===== src/rtl/prbs_receiver.sv =====
// PRBS7 frame receiver: synchronizes rx_line, validates a 1,0 header and
// counts mismatches of 127 mid-bit samples against a locally seeded PRBS7.
module prbs_receiver #(
  parameter int BIT_CLKS = 256
) (
  input  logic        CLOCK_50,
  input  logic        reset,
  input  logic        rx_line,
  output logic        busy,
  output logic        frame_done,
  output logic        hdr_err,
  output logic        frame_err,
  output logic [7:0]  err_count,
  output logic [15:0] frame_total,
  output logic [23:0] rx_head
);

  localparam int TW = $clog2(BIT_CLKS);
  localparam logic [TW-1:0] FULL = TW'(BIT_CLKS - 1);
  localparam logic [TW-1:0] HALF = TW'(BIT_CLKS / 2 - 1);

  typedef enum logic [2:0] {IDLE, START, HDR0, DATA, DONE} state_t;

  state_t        state_q, state_d;
  logic          sync1_q, sync1_d;
  logic          rx_s_q, rx_s_d;
  logic          rx_prev_q, rx_prev_d;
  logic [TW-1:0] timer_q, timer_d;
  logic [6:0]    lfsr_q, lfsr_d;
  logic [6:0]    idx_q, idx_d;
  logic [7:0]    cnt_q, cnt_d;
  logic [23:0]   head_q, head_d;
  logic          hdr_err_q, hdr_err_d;
  logic          frame_err_q, frame_err_d;
  logic [7:0]    err_count_q, err_count_d;
  logic [15:0]   frame_total_q, frame_total_d;
  logic [23:0]   rx_head_q, rx_head_d;

  always_comb begin
    state_d       = state_q;
    sync1_d       = rx_line;
    rx_s_d        = sync1_q;
    rx_prev_d     = rx_s_q;
    timer_d       = timer_q;
    lfsr_d        = lfsr_q;
    idx_d         = idx_q;
    cnt_d         = cnt_q;
    head_d        = head_q;
    hdr_err_d     = 1'b0;
    frame_err_d   = frame_err_q;
    err_count_d   = err_count_q;
    frame_total_d = frame_total_q;
    rx_head_d     = rx_head_q;
    unique case (state_q)
      IDLE: begin
        if (rx_s_q && !rx_prev_q) begin
          state_d = START;
          timer_d = HALF;
        end
      end
      START: begin
        if (timer_q == '0) begin
          state_d = rx_s_q ? HDR0 : IDLE;
          timer_d = FULL;
        end else begin
          timer_d = timer_q - 1'b1;
        end
      end
      HDR0: begin
        if (timer_q == '0) begin
          timer_d = FULL;
          if (rx_s_q) begin
            state_d   = IDLE;
            hdr_err_d = 1'b1;
          end else begin
            state_d = DATA;
            lfsr_d  = 7'b0000001;
            idx_d   = '0;
            cnt_d   = '0;
            head_d  = '0;
          end
        end else begin
          timer_d = timer_q - 1'b1;
        end
      end
      DATA: begin
        if (timer_q == '0) begin
          timer_d = FULL;
          cnt_d   = cnt_q + 8'(rx_s_q ^ lfsr_q[6]);
          if (idx_q < 7'd24) head_d[idx_q[4:0]] = rx_s_q;
          lfsr_d  = {lfsr_q[5:0], lfsr_q[6] ^ lfsr_q[5]};
          idx_d   = idx_q + 1'b1;
          if (idx_q == 7'd126) state_d = DONE;
        end else begin
          timer_d = timer_q - 1'b1;
        end
      end
      DONE: begin
        state_d     = IDLE;
        err_count_d = cnt_q;
        frame_err_d = (cnt_q != 8'd0);
        rx_head_d   = head_q;
        if (frame_total_q != 16'hFFFF)
          frame_total_d = frame_total_q + 1'b1;
      end
      default: state_d = IDLE;
    endcase
  end

  always_ff @(posedge CLOCK_50 or posedge reset) begin
    if (reset) begin
      state_q       <= IDLE;
      sync1_q       <= 1'b0;
      rx_s_q        <= 1'b0;
      rx_prev_q     <= 1'b0;
      timer_q       <= '0;
      lfsr_q        <= '0;
      idx_q         <= '0;
      cnt_q         <= '0;
      head_q        <= '0;
      hdr_err_q     <= 1'b0;
      frame_err_q   <= 1'b0;
      err_count_q   <= '0;
      frame_total_q <= '0;
      rx_head_q     <= '0;
    end else begin
      state_q       <= state_d;
      sync1_q       <= sync1_d;
      rx_s_q        <= rx_s_d;
      rx_prev_q     <= rx_prev_d;
      timer_q       <= timer_d;
      lfsr_q        <= lfsr_d;
      idx_q         <= idx_d;
      cnt_q         <= cnt_d;
      head_q        <= head_d;
      hdr_err_q     <= hdr_err_d;
      frame_err_q   <= frame_err_d;
      err_count_q   <= err_count_d;
      frame_total_q <= frame_total_d;
      rx_head_q     <= rx_head_d;
    end
  end

  assign busy        = (state_q != IDLE);
  assign frame_done  = (state_q == DONE);
  assign hdr_err     = hdr_err_q;
  assign frame_err   = frame_err_q;
  assign err_count   = err_count_q;
  assign frame_total = frame_total_q;
  assign rx_head     = rx_head_q;

endmodule


===== config.mk =====
export PLATFORM = sky130hd
export DESIGN_NAME = prbs_receiver
export DESIGN_NICKNAME = d
export VERILOG_FILES = /design/src/rtl/prbs_receiver.sv
export SDC_FILE = /design/constraint.sdc
export NUM_CORES = 1
export LEC_CHECK = 0
export BUFFER_PORTS_ARGS = -buffer_cell sky130_fd_sc_hd__clkbuf_2
export CELL_PAD_IN_SITES_DETAIL_PLACEMENT = 0
export CELL_PAD_IN_SITES_GLOBAL_PLACEMENT = 2
export CORE_MARGIN = 2
export CORE_UTILIZATION = 40
export DETAILED_ROUTE_END_ITERATION = 12
export PLACE_DENSITY_LB_ADDON = 0.1
export SKIP_CTS_REPAIR_TIMING = 1
export SYNTH_ARGS = -nofsm -noshare
export SYNTH_HDL_FRONTEND = slang
export SYNTH_SLANG_ARGS = --single-unit

===== constraint.sdc =====
create_clock -name CLOCK_50 -period 7.7 [get_ports CLOCK_50]
set_clock_uncertainty 0.1 [all_clocks]
set_input_delay 1.54 -clock CLOCK_50 [delete_from_list [all_inputs] [get_ports CLOCK_50]]
set_output_delay 1.54 -clock CLOCK_50 [all_outputs]
set_load 0.02 [all_outputs]

==> results.md, run 1 <==
* Worst path top cell family by delay: flip-flops
* Detailed router's first-iteration violation count at approximately 290
* Worst-path maximum fanout at 12
* CTS tree: yes
* RSZ-0062 raised after global routing: no
* Placer Congestion at 0.7488
* Synthesized area at about 0.0050 mm^2
* Grt ovf at 0
* Initial Util at between 40% and 50%
* # fillers at roughly 1200
* Most common cell after layout, fill and taps aside: dfrtp_1
* Yosys cell types at 52
* Global Route met2 Usage at between 20% and 30%
* Leak pwr at 2.645 nW
* Post-layout minimum cycle time at roughly 3400 ps
* Gr busiest metal: met2
* WL/cell at approximately 15 um
* Die area at ~0.013 mm^2
* Critical path launch point type: flip-flop
* # clock sinks at 110
* Commonest non-fill, non-tap cells in the layout: 110 x dfrtp_1, 93 x nand2_1, 54 x clkbuf_2
* EDFF count, synth at 0
* Number of detailed-routing iterations run before antenna repair at 4
* Min-Delay Path Depth at 0
* Max Fclk at 293.8 MHz
* Vias in the first global route at 3632
* First-pass GRT wire length at about 19 mm
* Hold WC Path Type: reg2reg
* Met1 usage at around a quarter
* FP Rows at 40
* Setup violators final at 0
* Post-Syn Nets at between 500 and 600
* Clock tree buffer depth at 2
* Area growth syn-to-layout at 13.35%
* Max-slew violations at 0
* Pin count of the biggest net entering global routing at 67
* Final hold vios at 0
* CP Depth at 4
* Clk_lat worst skew at between 300 and 400 ps
* IO Pins at 55
* Yosys warnings at 0
* Maximum vdd drop at around 0.10 mV
* Total CTS buffers at 9
* Nets at ~560
* Post-DP HPWL at 7.444 mm
* Die width at 116.0 um
* Sequential share of the synthesized area at 54.89%
* Core area at approximately 0.012 mm^2
* Mean number of vias per cell at about 5.3
* Worst-margin pin slew at roughly 1200 ps
* Total Routing Usage GR at 17.98%
* Worst path bufs/invs at 2
* Kind of critical path: reg2out
* ANT cells at 0
* Final core occ at between 40% and 50%
* Post-route DRC violation count at 0
* Ys async rst share at 100.0%
* #FFs+latches synth at between 100 and 150
* Layout cells sized above 1 at between 10% and 20%
* Wirelength, routed at about 11 mm
* Vias at 3824
* Die Ht at approximately 120 um
* Run status: complete, no violations
* Tcrit/Tclk final at approximately 44%
* Slew margin rel. at roughly a fifth
* Final ANT Viol Nets at 0
* Clk pin slew, worst setup/hold paths at roughly 70 ps
* Setup TNS at 0 ps
* R2R depth at 4
* Number of H-tree levels at 3
* Crit path arrival time at 1760 ps
* Max_cap viols at 0
* Cells along the critical path: nor2_1, nand2_2, inv_1, clkbuf_2
* Mean area per synthesized cell at between 9 and 10 um^2
* Max stage delay cell, worst path: dfrtp_1
* Worst Path Required at slightly above 6000 ps
* Clock Root Buffer: clkbuf_16
* IO buf count at between 50 and 60
* Met3 Use GR at 2.406%
* Synth Instances at 516
* Post-synth top flop: dfrtp_1
* Power Dens Cells at 232.3 mW/mm^2
* Initial antenna violation count at 0
* CP endpoint kind: primary output
* Max incr delay on CP at about 510 ps
-- worst register-to-register path, cell delays in order, from the launching register on --
cell	delay, ps
dfrtp_1	570
and3b_1	900
nand2_1	150
a21boi_2	970
o221ai_1	230
-- metrics by stage --
| step | hold slack (ps) | cell area [um^2] | total power, mW | setup WS [ps] | cells |
|---|---|---|---|---|---|
| after floorplan | 231.2 | 5015 | 0.8020 | 3158 | 516 |
| after global placement | 247.1 | 5381 | 0.8547 | 4614 | 710 |
| after detailed placement | 265.3 | 5381 | 0.8587 | 4584 | 710 |
| after CTS | 283.0 | 5684 | 1.340 | 4302 | 726 |
| after global routing | 281.7 | 5684 | 1.393 | 4166 | 726 |
| final | 269.7 | 5684 | 1.321 | 4296 | 726 |
-- logic make-up after synthesis --
group,count (synthesis),synth area share [%]
multiplexers,2,0.4491
adder cells (fa/ha/maj),8,1.996
XOR/XNOR,17,2.969
flip-flops,110,54.89
buffers and inverters,63,5.140
AO/OA/AOI/OAI,114,14.90
AND/OR/NAND/NOR,202,19.66
-- flip-flops by register name, summed over array words and instances, names as in the netlist, 3 cells and up --
register     flops
cnt_q            8
state_q          3
err_count        8
head_q          24
lfsr_q           7
timer_q          8
rx_head         24
frame_total     16
idx_q            7
-- Yosys cell counts, types with 2 or more instances --
| master | number | area (um^2) |
|---|---|---|
| a22o_1 | 8 | 70.07 |
| nand4_1 | 7 | 43.79 |
| buf_6 | 2 | 22.52 |
| dfrtp_1 | 110 | 2753 |
| o41ai_1 | 2 | 17.52 |
| or3_1 | 2 | 12.51 |
| nor4b_1 | 3 | 26.28 |
| nor4_1 | 8 | 50.05 |
| mux2_2 | 2 | 22.52 |
| inv_1 | 33 | 123.9 |
| and3_1 | 4 | 25.02 |
| nand2_1 | 94 | 352.8 |
| xor2_1 | 15 | 131.4 |
| and3b_1 | 3 | 26.28 |
| or2_2 | 4 | 25.02 |
| nor2_1 | 18 | 67.56 |
| xnor2_1 | 2 | 17.52 |
| nand3b_1 | 2 | 15.01 |
| buf_1 | 2 | 7.510 |
| and4_1 | 2 | 17.52 |
| a21oi_1 | 8 | 40.04 |
| ha_1 | 8 | 100.1 |
| o21ai_0 | 34 | 170.2 |
| nand2b_1 | 2 | 12.51 |
| nand3_1 | 31 | 155.2 |
| a31oi_1 | 5 | 31.28 |
| clkbuf_1 | 21 | 78.83 |
| o221ai_1 | 24 | 210.2 |
| o21ai_1 | 20 | 100.1 |
| nor3b_1 | 5 | 37.54 |
| nor3_1 | 10 | 50.05 |
| buf_2 | 4 | 20.02 |
| o31ai_1 | 2 | 15.01 |
-- per-layer routing --
layer	up-vias	routed length [um]
li1	1887	-
met1	1861	5504
met2	67	5227
met3	9	306
met4	0	170
met5	-	0
-- final cells by class --
cell class	instances	area, um^2	share of cell area (%)
Clock buffer	13	260.3	4.578
Timing Repair Buffer	56	285.3	5.019
Inverter	33	126.4	2.223
Tap cell	168	210.2	3.698
Sequential cell	110	2753	48.43
Multi-Input combinational cell	343	2007	35.31
Clock inverter	3	42.54	0.7484
-- power breakdown --
| part | leakage (nW) | switching, mW | total [mW] | internal [mW] |
|---|---|---|---|---|
| registers | 1.50 | 0.0445 | 0.649 | 0.605 |
| clock network | 0.146 | 0.205 | 0.475 | 0.270 |
| logic | 1.00 | 0.130 | 0.196 | 0.0661 |
-- worst paths after layout --
kind                            start              to  slack [ps]
setup / recovery           state_q[0]      frame_done        4300
hold / removal                 rx_s_d       rx_prev_d         270
setup reg to reg           state_q[1]       head_q[8]        4610
hold reg to reg                rx_s_d       rx_prev_d         270
max in group asynchronous       reset      head_q[14]        5100
min in group asynchronous       reset  frame_total[5]        1150
(Power assumes the default switching activity.)
==> run 2, diff against run 1 <==
Settings changed: CORE_UTILIZATION 40 to 33.
Clock period 7.7 ns to 3 ns, I/O delays scaled along.
==> run 2 against run 1 <==
Net effect:
- count of clock-buffer cells in the layout is the same
- cell area grew 2.0%
- die area grew 20%
- via count grew 1.5%
- final cell count grew 4.1%
- critical path type unchanged
- register-to-register slack lost 4100 ps
==> results.md, run 2 (same netlist as run 1, synthesis figures left out) <==
* Crit path arrival time at 1910 ps (was 1760 ps)
* Detailed router's first-iteration violation count at 192 (was 287)
* Total CTS buffers at 9 (unchanged)
* Most common cell after layout, fill and taps aside: dfrtp_1 (unchanged)
* Clock Root Buffer: clkbuf_16 (unchanged)
* Met1 usage at 22.17% (was 25.64%)
* Total Routing Usage GR at 15.34% (was 17.98%)
* IO buf count at 54 (unchanged)
* First-pass GRT wire length at 19.78 mm (was 18.84 mm)
* Final ANT Viol Nets at 0 (unchanged)
* Clk_lat worst skew at 350 ps (about the same)
* PnR worst setup slack at 387.3 ps (was 4296 ps)
* Clock tree buffer depth at 2 (unchanged)
* Final hold vios at 0 (unchanged)
* Max_cap viols at 0 (unchanged)
* Pin count of the biggest net entering global routing at 58 (was 67)
* Max-slew violations at 0 (unchanged)
* Nets at 574 (was 564)
* Worst-path maximum fanout at 13 (was 12)
* Max Fclk at ~380 MHz
* Met3 Use GR at 2.889% (was 2.406%)
* CP endpoint kind: primary output (unchanged)
* Placer Congestion at 0.7652 (was 0.7488)
* Layout cells sized above 1 at 16.37% (was 14.87%)
* Number of detailed-routing iterations run before antenna repair at 4 (unchanged)
* IO Pins at 55 (unchanged)
* Maximum vdd drop at 0.2821 mV (was 0.1022 mV)
* Grt ovf at 0 (unchanged)
* Worst-margin pin slew at 592.8 ps (was 1180 ps)
* Leak pwr at 2.695 nW (was 2.645 nW)
* Initial Util at 33.36% (was 41.40%)
* # clock sinks at 110 (unchanged)
* Run status: complete, no violations (unchanged)
* Die area at 0.01620 mm^2 (was 0.01345 mm^2)
* Setup TNS at 0 ps (unchanged)
* Critical path launch point type: flip-flop (unchanged)
* Setup violators final at 0 (unchanged)
* Vias in the first global route at 3824 (was 3632)
* Number of H-tree levels at 3 (unchanged)
* RSZ-0062 raised after global routing: no (unchanged)
* Worst Path Required at 2300 ps (was 6060 ps)
* Post-DP HPWL at 7.697 mm (was 7.444 mm)
* Core area at 0.01503 mm^2 (was 0.01211 mm^2)
* Dpl ws at 511.9 ps (was 4584 ps)
* Clk pin slew, worst setup/hold paths at 70 ps (about the same)
* FP Rows at 45 (was 40)
* Post-route DRC violation count at 0 (unchanged)
* Hold WC Path Type: in2async (was reg2reg)
* CP startpoint: state_q[1] (was state_q[0])
* Power Dens Cells at 590.5 mW/mm^2 (was 232.3 mW/mm^2)
* Commonest non-fill, non-tap cells in the layout: 110 x dfrtp_1, 93 x nand2_1, 54 x clkbuf_2 (unchanged)
* Wirelength, routed at 11.48 mm (was 11.21 mm)
* Global Route met2 Usage at 22.81% (was 27.56%)
* Area growth syn-to-layout at 15.62% (was 13.35%)
* Die width at 127.3 um (was 116.0 um)
* Worst R2R Start: timer_q[0] (was state_q[1])
* Die Ht at 127.3 um (was 116.0 um)
* Tcrit/Tclk final at between 80% and 90%
* Vias at 3883 (was 3824)
* Kind of critical path: reg2out (unchanged)
* Slew margin rel. at 60.48% (was 20.87%)
* Post-layout minimum cycle time at about 2600 ps
* WL/cell at 15.19 um (was 15.44 um)
* Gr busiest metal: met2 (unchanged)
* Initial antenna violation count at 0 (unchanged)
* ANT cells at 0 (unchanged)
* CTS tree: yes (unchanged)
* Mean number of vias per cell at 5.136 (was 5.267)
## run 2: cell count changes in the layout (fill, tap and decap cells not counted), sizes merged
cell,before,now
buf,2,12
clkinvlp,1,2
inv,33,32
## run 2: worst max-delay path, cell delays in order (launching register included)
cell and delay, ps:
dfrtp_1 530, nor2_1 350, nand2_2 150, inv_1 290, clkbuf_2 230
## run 2: layer usage
metal,part of all wire (%),up-vias
li1,-,1916
met1,51,1893
met4,1.7,0
met5,0,-
met2,44,63
met3,2.5,11
## run 2: power by group
group / switching [mW] / total [mW] / internal [mW]
sequential: 0.117 / 1.67 / 1.55
clock: 0.541 / 1.23 / 0.693
combinational: 0.336 / 0.520 / 0.184
## run 2: final timing paths
| kind | depth (start not counted) | slack, ps | endpoint |
|---|---|---|---|
| min reg2reg | 0 | 250 | rx_prev_d |
| max | 4 | 390 | frame_done |
| max in group asynchronous | 3 | 1930 | state_q[2] |
| min in group CLOCK_50 | 0 | 250 | rx_prev_d |
| max reg2reg | 5 | 520 | idx_q[1] |
| min | 2 | 180 | rx_head[22] |
## run 2: final cells by class
class / count / area (um^2)
Sequential cell: 110 / 2753
Clock buffer: 13 / 260.3
Tap cell: 188 / 235.2
Fill cell: 1542 / 9235
Clock inverter: 3 / 42.54
Multi-Input combinational cell: 343 / 2007
Inverter: 33 / 127.6
Timing Repair Buffer: 66 / 372.9
## run 2: through the flow
stage	util (%)	area (um^2)	cells	power, mW	hold WS [ps]
4_1_cts	38.57	5798	756	3.476	195.1
6_report	38.57	5798	756	3.424	183.4
3_5_place_dp	36.55	5495	740	2.228	235.6
2_1_floorplan	-	5019	516	2.059	231.2
5_1_grt	38.57	5798	756	3.620	222.2
3_3_place_gp	36.55	5495	740	2.221	236.7
==> run 3, diff against run 2 <==
Settings changed: CORE_MARGIN 2 to default, CTS_CLUSTER_SIZE from default to 40, GPL_TIMING_DRIVEN from default to 0.
==> run 3 against run 2 <==
Net effect:
- count of clock-buffer cells in the layout rose by 1
- critical path depth rose by 1
- non-clock buffer count rose by 18
- sequential cell count did not move
- cell area rose by 0.82%
- sequential power barely moved
- register-to-register slack got worse by 170 ps
- critical path type unchanged
- highest routed layer unchanged
==> results.md, run 3 (same netlist as run 1, synthesis figures left out) <==
* Crit path arrival time at 2090 ps (was 1910 ps)
* Setup violators final at 0 (unchanged)
* Reg-to-reg critical path endpoint: head_q[9] (was idx_q[1])
* Die area at 0.01569 mm^2 (was 0.01620 mm^2)
* Grt ovf at 0 (unchanged)
* Clock Root Buffer: clkbuf_16 (unchanged)
* Final instance area at 0.005846 mm^2 (was 0.005798 mm^2)
* IO buf count at 54 (unchanged)
* Worst hold slack at 120.9 ps (was 183.4 ps)
* Worst-margin pin slew at 803.2 ps (was 592.8 ps)
* Int Power at 2.347 mW (was 2.429 mW)
* Clock power share at 33.8% (was 36.1%)
* Total CTS buffers at 9 (unchanged)
* Kind of critical path: reg2out (unchanged)
* CTS tree: yes (unchanged)
* Run status: complete, no violations (unchanged)
* Vias at 4005 (was 3883)
* Initial Util at 34.12% (was 33.36%)
* Worst R2R Start: timer_q[0] (unchanged)
* First-pass GRT wire length at 20.60 mm (was 19.78 mm)
* Commonest non-fill, non-tap cells in the layout: 109 x dfrtp_1, 94 x nand2_1, 55 x clkbuf_2 (was 110 x dfrtp_1, 93 x nand2_1, 54 x clkbuf_2)
* Number of H-tree levels at 3 (unchanged)
* R2R Setup Slk at 350 ps (was 520 ps)
* CP endpoint kind: primary output (unchanged)
* Pin count of the biggest net entering global routing at 37 (was 58)
* Reg power frac at 49.4% (was 48.8%)
* Sw frac at 29.65% (was 29.04%)
* Maximum vdd drop at 0.2794 mV (was 0.2821 mV)
* Multi-input logic area at 0.002007 mm^2 (unchanged)
* Register area at 0.002754 mm^2 (was 0.002753 mm^2)
* Setup TNS at 0 ps (unchanged)
* Clk pin slew, worst setup/hold paths at 70 ps (about the same)
* Die Ht at 125.3 um (was 127.3 um)
* Die width at 125.3 um (was 127.3 um)
* # clock sinks at 110 (unchanged)
* Most common cell after layout, fill and taps aside: dfrtp_1 (unchanged)
* Placer Congestion at 0.7507 (was 0.7652)
* Layout cells sized above 1 at 15.73% (was 16.37%)
* Placed Cells at 757 (was 740)
* FP Rows at 44 (was 45)
* P_sw at 0.9891 mW (was 0.9943 mW)
* Number of detailed-routing iterations run before antenna repair at 6 (was 4)
* # fillers at 1486 (was 1542)
* IO Pins at 55 (unchanged)
* Clock tree buffer depth at 2 (unchanged)
* Hold WC Path Type: in2async (unchanged)
* Worst-path maximum fanout at 13 (unchanged)
* Detailed router's first-iteration violation count at 232 (was 192)
* Final hold vios at 0 (unchanged)
* Core area at 0.01470 mm^2 (was 0.01503 mm^2)
* Final ANT Viol Nets at 0 (unchanged)
* Power Dens Cells at 570.6 mW/mm^2 (was 590.5 mW/mm^2)
* Max_cap viols at 0 (unchanged)
* Vias in the first global route at 3865 (was 3824)
* ANT cells at 0 (unchanged)
* Comb power frac at 16.8% (was 15.2%)
* Slew margin rel. at 46.01% (was 60.48%)
* Final std cells w/o fill at 769 (was 756)
* Worst Path Required at 2300 ps (about the same)
* WL/cell at 15.74 um (was 15.19 um)
* RSZ-0062 raised after global routing: no (unchanged)
* Post-layout minimum cycle time at 2789 ps (was 2613 ps)
* Mean number of vias per cell at 5.208 (was 5.136)
* Post-DP HPWL at 8.699 mm (was 7.697 mm)
* Critical path launch point type: flip-flop (unchanged)
* Tcrit/Tclk final at 92.98% (was 87.09%)
* Total Routing Usage GR at 16.75% (was 15.34%)
* Post-route DRC violation count at 0 (unchanged)
* Initial antenna violation count at 0 (unchanged)
* Clk_lat worst skew at 350 ps (about the same)
* Nets at 592 (was 574)
* Max Fclk at 358.5 MHz (was 382.7 MHz)
* R2R depth at 8 (was 5)
* DP Area at 0.005579 mm^2 (was 0.005495 mm^2)
* Wirelength, routed at 12.11 mm (was 11.48 mm)
* Area growth syn-to-layout at 16.57% (was 15.62%)
* Max-slew violations at 0 (unchanged)
* Leak pwr at 2.695 nW (about the same)
## run 3: cell types whose count changed in the layout (fill, tap and decap cells not counted), sizes merged
cell    delta
clkbuf    +19
inv        -1
bufinv     -1
## run 3: through the flow
stage,power (mW),utilization (%),setup slack [ps]
2_1_floorplan,2.059,-,677.6
3_3_place_gp,2.240,37.55,50.79
3_5_place_dp,2.254,37.96,52.88
4_1_cts,3.408,39.79,-349.5
5_1_grt,3.534,39.77,23.03
6_report,3.336,39.77,210.5
## run 3: layer usage
layer	part of all wire, %	GRT usage, %
met1	48	22.77
met2	47	26.26
met4	1.7	5.308
met5	0	0
met3	3.4	4.108
## run 3: worst max-delay path: stages (launching register included)
cell and delay (ps):
dfrtp_1 560, nor2_1 160, nand2_1 170, buf_2 340, clkinvlp_4 290, clkbuf_2 220
## run 3: power by group through the flow
stage / Sequential, mW / Combinational, mW / Clock (mW)
5_1_grt: 1.66 / 0.639 / 1.23
3_5_place_dp: 1.65 / 0.604 / 0
3_3_place_gp: 1.65 / 0.591 / 0
6_report: 1.65 / 0.559 / 1.13
2_1_floorplan: 1.66 / 0.400 / 0
4_1_cts: 1.62 / 0.606 / 1.18
## run 3: worst max-delay path by stage
stage	start	end	slack [ps]	cells past startpoint
2_1_floorplan	timer_q[0]	cnt_q[0]	680	7
3_5_place_dp	state_q[0]	frame_done	50	7
6_report	state_q[1]	frame_done	210	5
3_3_place_gp	state_q[0]	frame_done	50	7
5_1_grt	state_q[1]	frame_done	20	5
4_1_cts	state_q[0]	frame_done	-350	7
## run 3: area by class of cell
class | count | share of cell area, %
Inverter | 33 | 2.247
Multi-Input combinational cell | 343 | 34.33
Clock buffer | 14 | 4.516
Clock inverter | 1 | 0.08562
Timing Repair Buffer | 57 | 5.651
Tap cell | 184 | 3.938
Buffer | 27 | 2.119
Sequential cell | 110 | 47.11
